File: src/rtl/apb_reg_slave.sv
// APB3 responder for the 8-entry register file: decodes writes onto the file's write port and serves reads from R0..R7.
// Optional byte-strobe merging is enabled by defining APB_REG_PSTRB_EN.
module apb_reg_slave #(
  parameter int ADDR_WIDTH     = 32,
  parameter int DATA_WIDTH     = 32,
  parameter int REG_NUM        = 8,
  parameter int REG_DATA_WIDTH = 32,
  parameter logic [ADDR_WIDTH-1:0] BASE_ADDR = '0,
  localparam int REG_NUM_EFF   = (REG_NUM < 2) ? 2 : REG_NUM,
  localparam int RAW           = $clog2(REG_NUM_EFF)
) (
  input  logic                      clk,
  input  logic                      reset,
  input  logic                      psel,
  input  logic                      penable,
  input  logic                      pwrite,
  input  logic [ADDR_WIDTH-1:0]     paddr,
  input  logic [DATA_WIDTH-1:0]     pwdata,
`ifdef APB_REG_PSTRB_EN
  input  logic [DATA_WIDTH/8-1:0]   pstrb,
`endif
  output logic [DATA_WIDTH-1:0]     prdata,
  output logic                      pready,
  output logic                      pslverr,
  output logic                      reg_apb_wen,
  output logic [REG_DATA_WIDTH-1:0] reg_apb_wdata,
  output logic [RAW-1:0]            reg_apb_addr,
  input  logic [REG_DATA_WIDTH-1:0] R0,
  input  logic [REG_DATA_WIDTH-1:0] R1,
  input  logic [REG_DATA_WIDTH-1:0] R2,
  input  logic [REG_DATA_WIDTH-1:0] R3,
  input  logic [REG_DATA_WIDTH-1:0] R4,
  input  logic [REG_DATA_WIDTH-1:0] R5,
  input  logic [REG_DATA_WIDTH-1:0] R6,
  input  logic [REG_DATA_WIDTH-1:0] R7
);

  localparam int BOFF = $clog2(REG_DATA_WIDTH/8);
  localparam logic [ADDR_WIDTH-1:0] BMASK = ADDR_WIDTH'(REG_DATA_WIDTH/8 - 1);

  typedef enum logic [1:0] {IDLE, WR_ACC, RD_WAIT, RD_DONE} state_t;

  state_t                    state_q;
  logic [DATA_WIDTH-1:0]     prdata_q;
  logic                      pready_q, pslverr_q, wen_q, err_q;
  logic [REG_DATA_WIDTH-1:0] wdata_q;
  logic [RAW-1:0]            addr_q;

  logic [ADDR_WIDTH-1:0]     off, idx_full;
  logic                      err;
  logic [RAW-1:0]            idx_d;
  logic [REG_DATA_WIDTH-1:0] wdata_d;
  logic                      wen_d;
  logic [REG_DATA_WIDTH-1:0] regs [8];
  logic [2:0]                rd_sel;

  assign regs = '{R0, R1, R2, R3, R4, R5, R6, R7};

  // Decode of the address presented during the setup phase.
  assign off      = paddr - BASE_ADDR;
  assign idx_full = off >> BOFF;
  assign err      = (paddr < BASE_ADDR) || (idx_full >= ADDR_WIDTH'(REG_NUM)) || ((off & BMASK) != '0);
  assign idx_d    = idx_full[RAW-1:0];
  assign rd_sel   = 3'(addr_q);

`ifdef APB_REG_PSTRB_EN
  logic [2:0] su_sel;
  assign su_sel = 3'(idx_d);

  // NOTE: the default assignment first keeps this block free of inferred latches.
  always_comb begin
    wdata_d = regs[su_sel];
    for (int b = 0; b < DATA_WIDTH/8; b++) begin
      if (pstrb[b]) wdata_d[8*b +: 8] = pwdata[8*b +: 8];
    end
  end
  assign wen_d = !err && (pstrb != '0);
`else
  assign wdata_d = REG_DATA_WIDTH'(pwdata);
  assign wen_d   = !err;
`endif

  // NOTE: all state updates use non-blocking assignments so every register samples pre-edge values.
  always_ff @(posedge clk) begin
    if (reset) begin
      state_q   <= IDLE;
      prdata_q  <= '0;
      pready_q  <= 1'b0;
      pslverr_q <= 1'b0;
      wen_q     <= 1'b0;
      wdata_q   <= '0;
      addr_q    <= '0;
      err_q     <= 1'b0;
    end else begin
      unique case (state_q)
        IDLE: begin
          if (psel && !penable) begin
            addr_q  <= idx_d;
            wdata_q <= wdata_d;
            err_q   <= err;
            if (pwrite) begin
              state_q   <= WR_ACC;
              pready_q  <= 1'b1;
              pslverr_q <= err;
              wen_q     <= wen_d;
            end else begin
              state_q  <= RD_WAIT;
              pready_q <= 1'b0;
            end
          end
        end
        WR_ACC: begin
          wen_q     <= 1'b0;
          pready_q  <= 1'b0;
          pslverr_q <= 1'b0;
          state_q   <= IDLE;
        end
        RD_WAIT: begin
          // A master that drops psel mid-read abandons the transfer.
          if (!psel) begin
            state_q <= IDLE;
          end else begin
            prdata_q  <= err_q ? '0 : DATA_WIDTH'(regs[rd_sel]);
            pready_q  <= 1'b1;
            pslverr_q <= err_q;
            state_q   <= RD_DONE;
          end
        end
        RD_DONE: begin
          pready_q  <= 1'b0;
          pslverr_q <= 1'b0;
          state_q   <= IDLE;
        end
        default: state_q <= IDLE;
      endcase
    end
  end

  assign prdata        = prdata_q;
  assign pready        = pready_q;
  assign pslverr       = pslverr_q;
  assign reg_apb_wen   = wen_q;
  assign reg_apb_wdata = wdata_q;
  assign reg_apb_addr  = addr_q;

endmodule

File: config.mk
export PLATFORM = sky130hd
export DESIGN_NAME = apb_reg_slave
export DESIGN_NICKNAME = d
export VERILOG_FILES = /design/src/rtl/apb_reg_slave.sv
export SDC_FILE = /design/constraint.sdc
export NUM_CORES = 1
export LEC_CHECK = 0
export BUFFER_PORTS_ARGS = -buffer_cell sky130_fd_sc_hd__buf_2
export CAP_MARGIN = 25
export CORE_AREA = 5 5 148 150
export CTS_BUF_LIST = sky130_fd_sc_hd__clkbuf_4
export CTS_CLUSTER_DIAMETER = 80
export CTS_CLUSTER_SIZE = 12
export DETAILED_ROUTE_END_ITERATION = 10
export DIE_AREA = 0 0 153 155
export SYNTH_ARGS = -nofsm -noshare
export SYNTH_HDL_FRONTEND = slang
export SYNTH_SLANG_ARGS = --single-unit
File: constraint.sdc
create_clock -name clk -period 1.7 [get_ports clk]
set_input_delay 0.34 -clock clk [delete_from_list [all_inputs] [get_ports clk]]
set_output_delay 0.34 -clock clk [all_outputs]
set_load 0.05 [all_outputs]
# After elaboration in Yosys (flattened, before gate mapping)
# Cells that the tools add are included.
dict set report totals {
  reg_bits 73
}
dict set report op_classes {
  order_cmp 3
  n_eq_ne 6
  muxes 19
  bitwise_logic 1
  reduce_logical 14
}
# operator n
set op_table {}
lappend op_table {{binary-select mux 32 bit (select 3 bit)} 1}
lappend op_table {{two-way mux 32 bit} 3}
lappend op_table {{less-than comparator 32 x 1 -> 1 bit, second input constant} 1}
lappend op_table {{nonzero test 32 bit} 1}
lappend op_table {{greater-or-equal comparator 30 x 4 -> 1 bit, second input constant} 1}
lappend op_table {{two-way mux 1 bit} 8}
lappend op_table {{two-way mux 2 bit} 3}
lappend op_table {{!= test 2 bit, second input constant} 3}
lappend op_table {{one-hot mux 1 bit (3 select lines)} 2}
lappend op_table {{one-hot mux 2 bit (3 select lines)} 1}
lappend op_table {{AND reduction 2 bit} 3}
lappend op_table {{AND reduction 3 bit} 2}
lappend op_table {{== test 2 bit, second input constant} 2}
lappend op_table {{greater-or-equal comparator 4 bit, second input constant} 1}
lappend op_table {{inverter 3 -> 4 bit} 1}
lappend op_table {{== test 2 x 1 -> 1 bit, second input constant} 1}
lappend op_table {{zero test 1 bit} 2}
lappend op_table {{zero test 2 bit} 1}
lappend op_table {{logical OR 1 bit} 2}
lappend op_table {{one-hot mux 1 bit (2 select lines)} 1}
lappend op_table {{nonzero test 2 bit} 1}
lappend op_table {{OR reduction 2 bit} 1}
lappend op_table {{logical AND 1 bit} 1}

# Logic depth before layout (Yosys ltp)
dict set report depth {
  depth_word 7
  ltp_mapped 8
  ltp_nobuf 4
}

# Worst setup path before layout
# Ideal clock, no wire load.
dict set report synth_path {
  path_type {flip-flop to flip-flop}
  startpoint {register addr_q[1] (netlist: reg_apb_addr[1])}
  endpoint {register prdata_q[16] (netlist: prdata[16])}
  setup_time_ns 0.128
  t_arrival_ns 1.826
  required_ns 1.572
  setup_slack_ns -0.254
  stages_incl_launch_ff 6
  n_path_buf 1
  cell_sequence {dfxtp_1 buf_6 mux4_2 mux2_2 a22oi_2 nor2_1}
}
dict set report synth_between {
  elab_chain_len 5
}
# element line
set synth_lines {}
lappend synth_lines {{start, declared} 47} ;# logic [RAW-1:0] addr_q;
lappend synth_lines {{start signal, assigned} 98} ;# addr_q <= idx_d;
lappend synth_lines {{inverter 3 -> 4 bit (not written as such)} 123} ;# prdata_q <= err_q ? '0 : DATA_WIDTH'(regs[rd_sel]);
lappend synth_lines {{binary-select mux 32 bit (select 3 bit)} 123}
lappend synth_lines {{two-way mux 32 bit (not written as such) (2 in series)} 123}
lappend synth_lines {{two-way mux 32 bit} 123}
lappend synth_lines {{end signal, assigned} 123}
lappend synth_lines {{end, declared} 44} ;# logic [DATA_WIDTH-1:0] prdata_q;
# No other way between the ends. The select of a mux whose other input is x is not followed.
# A chain may end at the register's enable or synchronous reset.

# Worst setup path after layout
dict set report layout_path {
  startpoint {register addr_q[0] (netlist: reg_apb_addr[0])}
  endpoint {register prdata_q[18] (netlist: prdata[18])}
}
# Same word-level chain as after synthesis.

==> impl_metrics.yaml <==
cts:
  numCtsBuffers: 9
  clock-sinks: 73
  insertion_delay_ns: 0.44
  htree_num_levels: 3
  clockBufferDepth: 2
  clk_pin_slew_ns: 0.15
  root_buffer: "clkbuf_4"
  cts_tree: "done"
yosys:
  yosys_warnings: 0
  syn-cell-area_um2: 4720
  avgSynthCellArea_um2: 9.64
  synth_nets: 815
  synth_flop_cell: "dfxtp_1"
  synthCells: 490
  ys_ff_latch: 73
  async_reset_ff_frac: 0
  synth-edff-count: 0
  synth_cell_type_count: 36
  seq_area_frac_synth: 0.309
critical_path:
  r2r_slack_ns: -0.01
  cp-end-kind: "flop"
  critical_path.max_fanout: 4
  required_ns: 2.03
  critical-path-top-delay-family: "multiplexers"
  path_cells: "buf_4 > buf_4 > mux4_1 > nand2b_1 > a32oi_1 > nor2_1"
  slowest_delay_ns: 0.54
  worstPathArrival_ns: 2.04
  slowest_stage: "mux4_1"
  r2r_end: "prdata[18]"
  cpMostUsedCell: "buf_4"
  path_class: "reg2reg"
  reg2reg_from: "reg_apb_addr[0]"
  crit_path_start_kind: "flop"
  crit_buf_inv: 2
  r2r_cells: 6
placement:
  dpl-instance-area_um2: 7100
  port_buffers: 394
  dp_hpwl_mm: 17.4
  gp_congestion: 0.929
  post-place-ws_ns: 0.0169
outcome:
  failed_checks: "setup timing"
  status: "finished with violations"
layout:
  nets: 1220
  final_util: 0.375
  stdcell_area_um2: 7710
  num-fill-cells: 2128
  drive_gt1_frac: 0.587
  area_delta_synth_final_pct: 63.2
floorplanning:
  start_util: 0.230
  dieArea_um2: 23700
  core_area_um2: 20600
  fp.dieH_um: 155
  die_w_um: 153
  row_count: 53
  ios: 395
timing:
  period_share: 1.01
  fmax_mhz: 584
  finalHoldViolations: 0
  setup_tns_ns: -0.0224
  period_needed_ns: 1.71
  setup_viol: 3
  maxSlewHeadroom: 0.745
  timing.final.ws_setup_ns: -0.0130
  max_slew.worst_pin.slew_ns: 0.383
  rsz0062_at_grt: "yes"
  drv_slew: 0
  worst_clock_skew_ns: 0.0172
global_routing:
  grt_max_degree: 48
  antenna_found_initial: 3
  met3_usage: 0.0676
  met1_usage: 0.209
  overflow: 0
  grt_pass1_wl_mm: 31.7
  grt_busiest_layer: "met2"
  grt_pass1_vias: 5543
  grt_use_total: 0.169
  use_met2: 0.283
route:
  wl_mm: 22.2
  drc_errors: 0
  wl_per_cell_um: 18.8
  drt_first_iter_violations: 308
  drtPass1Iterations: 4
  via_per_inst: 4.69
  ant_nets: 0
  vias: 5520
power_and_ir_drop:
  power-per-cell-area_nw_per_um2: 602
  p_leak_nw: 3.45
  ir_drop_v: 0.000550
  finalPower_w: 0.00464
flow_run:
  max-cap-violations: 0
hold_path:
  hold_path_end: "reg_apb_addr[2]"
  hold_path.class: "in2reg"
  hold_path_startpoint: "paddr[4]"
  hold_depth: 3
-- metal layers --
metal / part of all wire / wire length [um]
met4: 0.0097 / 214
met2: 0.49 / 10900
met5: 0.00095 / 21
met3: 0.10 / 2250
met1: 0.40 / 8780
-- what timing repair did --
action,CTS,global route
resized for setup,5,38
pin swaps,3,34
gates cloned,0,6
endpoints found under the setup margin,10,29
setup buffers,2,3
hold buffers,0,0
-- flip-flops by register name, summed over array words and instances, names as in the netlist --
name	flops
prdata	32
reg_apb_wdata	32
reg_apb_addr	3
state_q	2
err_q	1
pready	1
pslverr	1
reg_apb_wen	1
-- layout by cell type (no fill, tap or decap), drive strengths merged, types with 2 or more instances in the layout --
| cell | instances |
|---|---|
| buf | 437 |
| nand2 | 74 |
| dfxtp | 73 |
| mux2i | 62 |
| nor2 | 42 |
| a21oi | 38 |
| mux4 | 33 |
| a22oi | 31 |
| nand2b | 31 |
| a32oi | 30 |
| clkbuf | 15 |
| nor4 | 6 |
| nor3 | 4 |
| nor2b | 3 |
| nand3b | 2 |
| nand4 | 2 |
| bufinv | 2 |
| clkinvlp | 2 |
-- worst max path at each step --
| stage | from | endpoint | slack [ns] | depth (start not counted) |
|---|---|---|---|---|
| finish | reg_apb_addr[0] | prdata[18] | -0.01 | 6 |
| global route | reg_apb_addr[0] | prdata[31] | -0.1 | 6 |
| CTS | reg_apb_addr[0] | prdata[31] | 0.002 | 5 |
| detailed placement | reg_apb_addr[0] | prdata[20] | 0.02 | 5 |
| global placement | reg_apb_addr[0] | prdata[20] | 0.002 | 5 |
| floorplan | reg_apb_addr[2] | prdata[16] | -0.07 | 5 |
-- synthesized netlist by cell type (2+ instances only) --
cell | n | area share
nor4_1 | 6 | 0.0079
a32oi_1 | 30 | 0.056
nand3b_1 | 2 | 0.0032
clkbuf_1 | 19 | 0.015
buf_4 | 2 | 0.0032
nor2_1 | 42 | 0.033
nor3_1 | 4 | 0.0042
dfxtp_1 | 73 | 0.31
buf_2 | 10 | 0.011
a21oi_1 | 38 | 0.040
clkbuf_4 | 3 | 0.0048
mux4_1 | 2 | 0.011
nand2b_1 | 30 | 0.040
nand4_1 | 2 | 0.0026
a22oi_1 | 30 | 0.048
mux4_2 | 31 | 0.15
nor2b_1 | 3 | 0.0040
mux2i_1 | 62 | 0.13
buf_6 | 5 | 0.012
nand2_1 | 74 | 0.059
buf_12 | 7 | 0.030
-- final cells by class --
type	count	area, um2	area share
Multi-Input combinational cell	369	3100	0.402
Timing Repair Buffer	442	2620	0.340
Sequential cell	73	1470	0.191
Tap cell	275	344	0.0446
Clock inverter	6	92.6	0.0120
Clock buffer	10	75.1	0.00974
Antenna cell	1	2.50	0.000325
-- worst min-delay path, cell delays in order --
cell and delay, ns:
buf_2 0.09, nand2_1 0.04, a21oi_1 0.05
-- power breakdown --
part | internal [W] | total, W | switching [W]
clock | 0.000620 | 0.00134 | 0.000715
sequential | 0.00177 | 0.00181 | 0.0000394
combinational | 0.000757 | 0.00150 | 0.000742
-- kinds of logic (layout without fill, tap and decap cells) --
logic type / Yosys count / after routing / share of synthesized area
multiplexers: 96 / 96 / 0.293
AO/OA/AOI/OAI: 108 / 108 / 0.161
buffers and inverters: 48 / 458 / 0.0792
AND/OR/NAND/NOR: 165 / 165 / 0.158
other: 0 / 1 / 0
flip-flops: 73 / 73 / 0.309
-- per-stage QoR --
stage / std cells / hold WS [ns]
after floorplan: 490 / 0.466
after global placement: 1148 / 0.438
after detailed placement: 1148 / 0.444
after CTS: 1166 / 0.0406
after global routing: 1176 / 0.0337
final: 1176 / 0.105
Note: power is estimated with default switching activity, not from simulation.
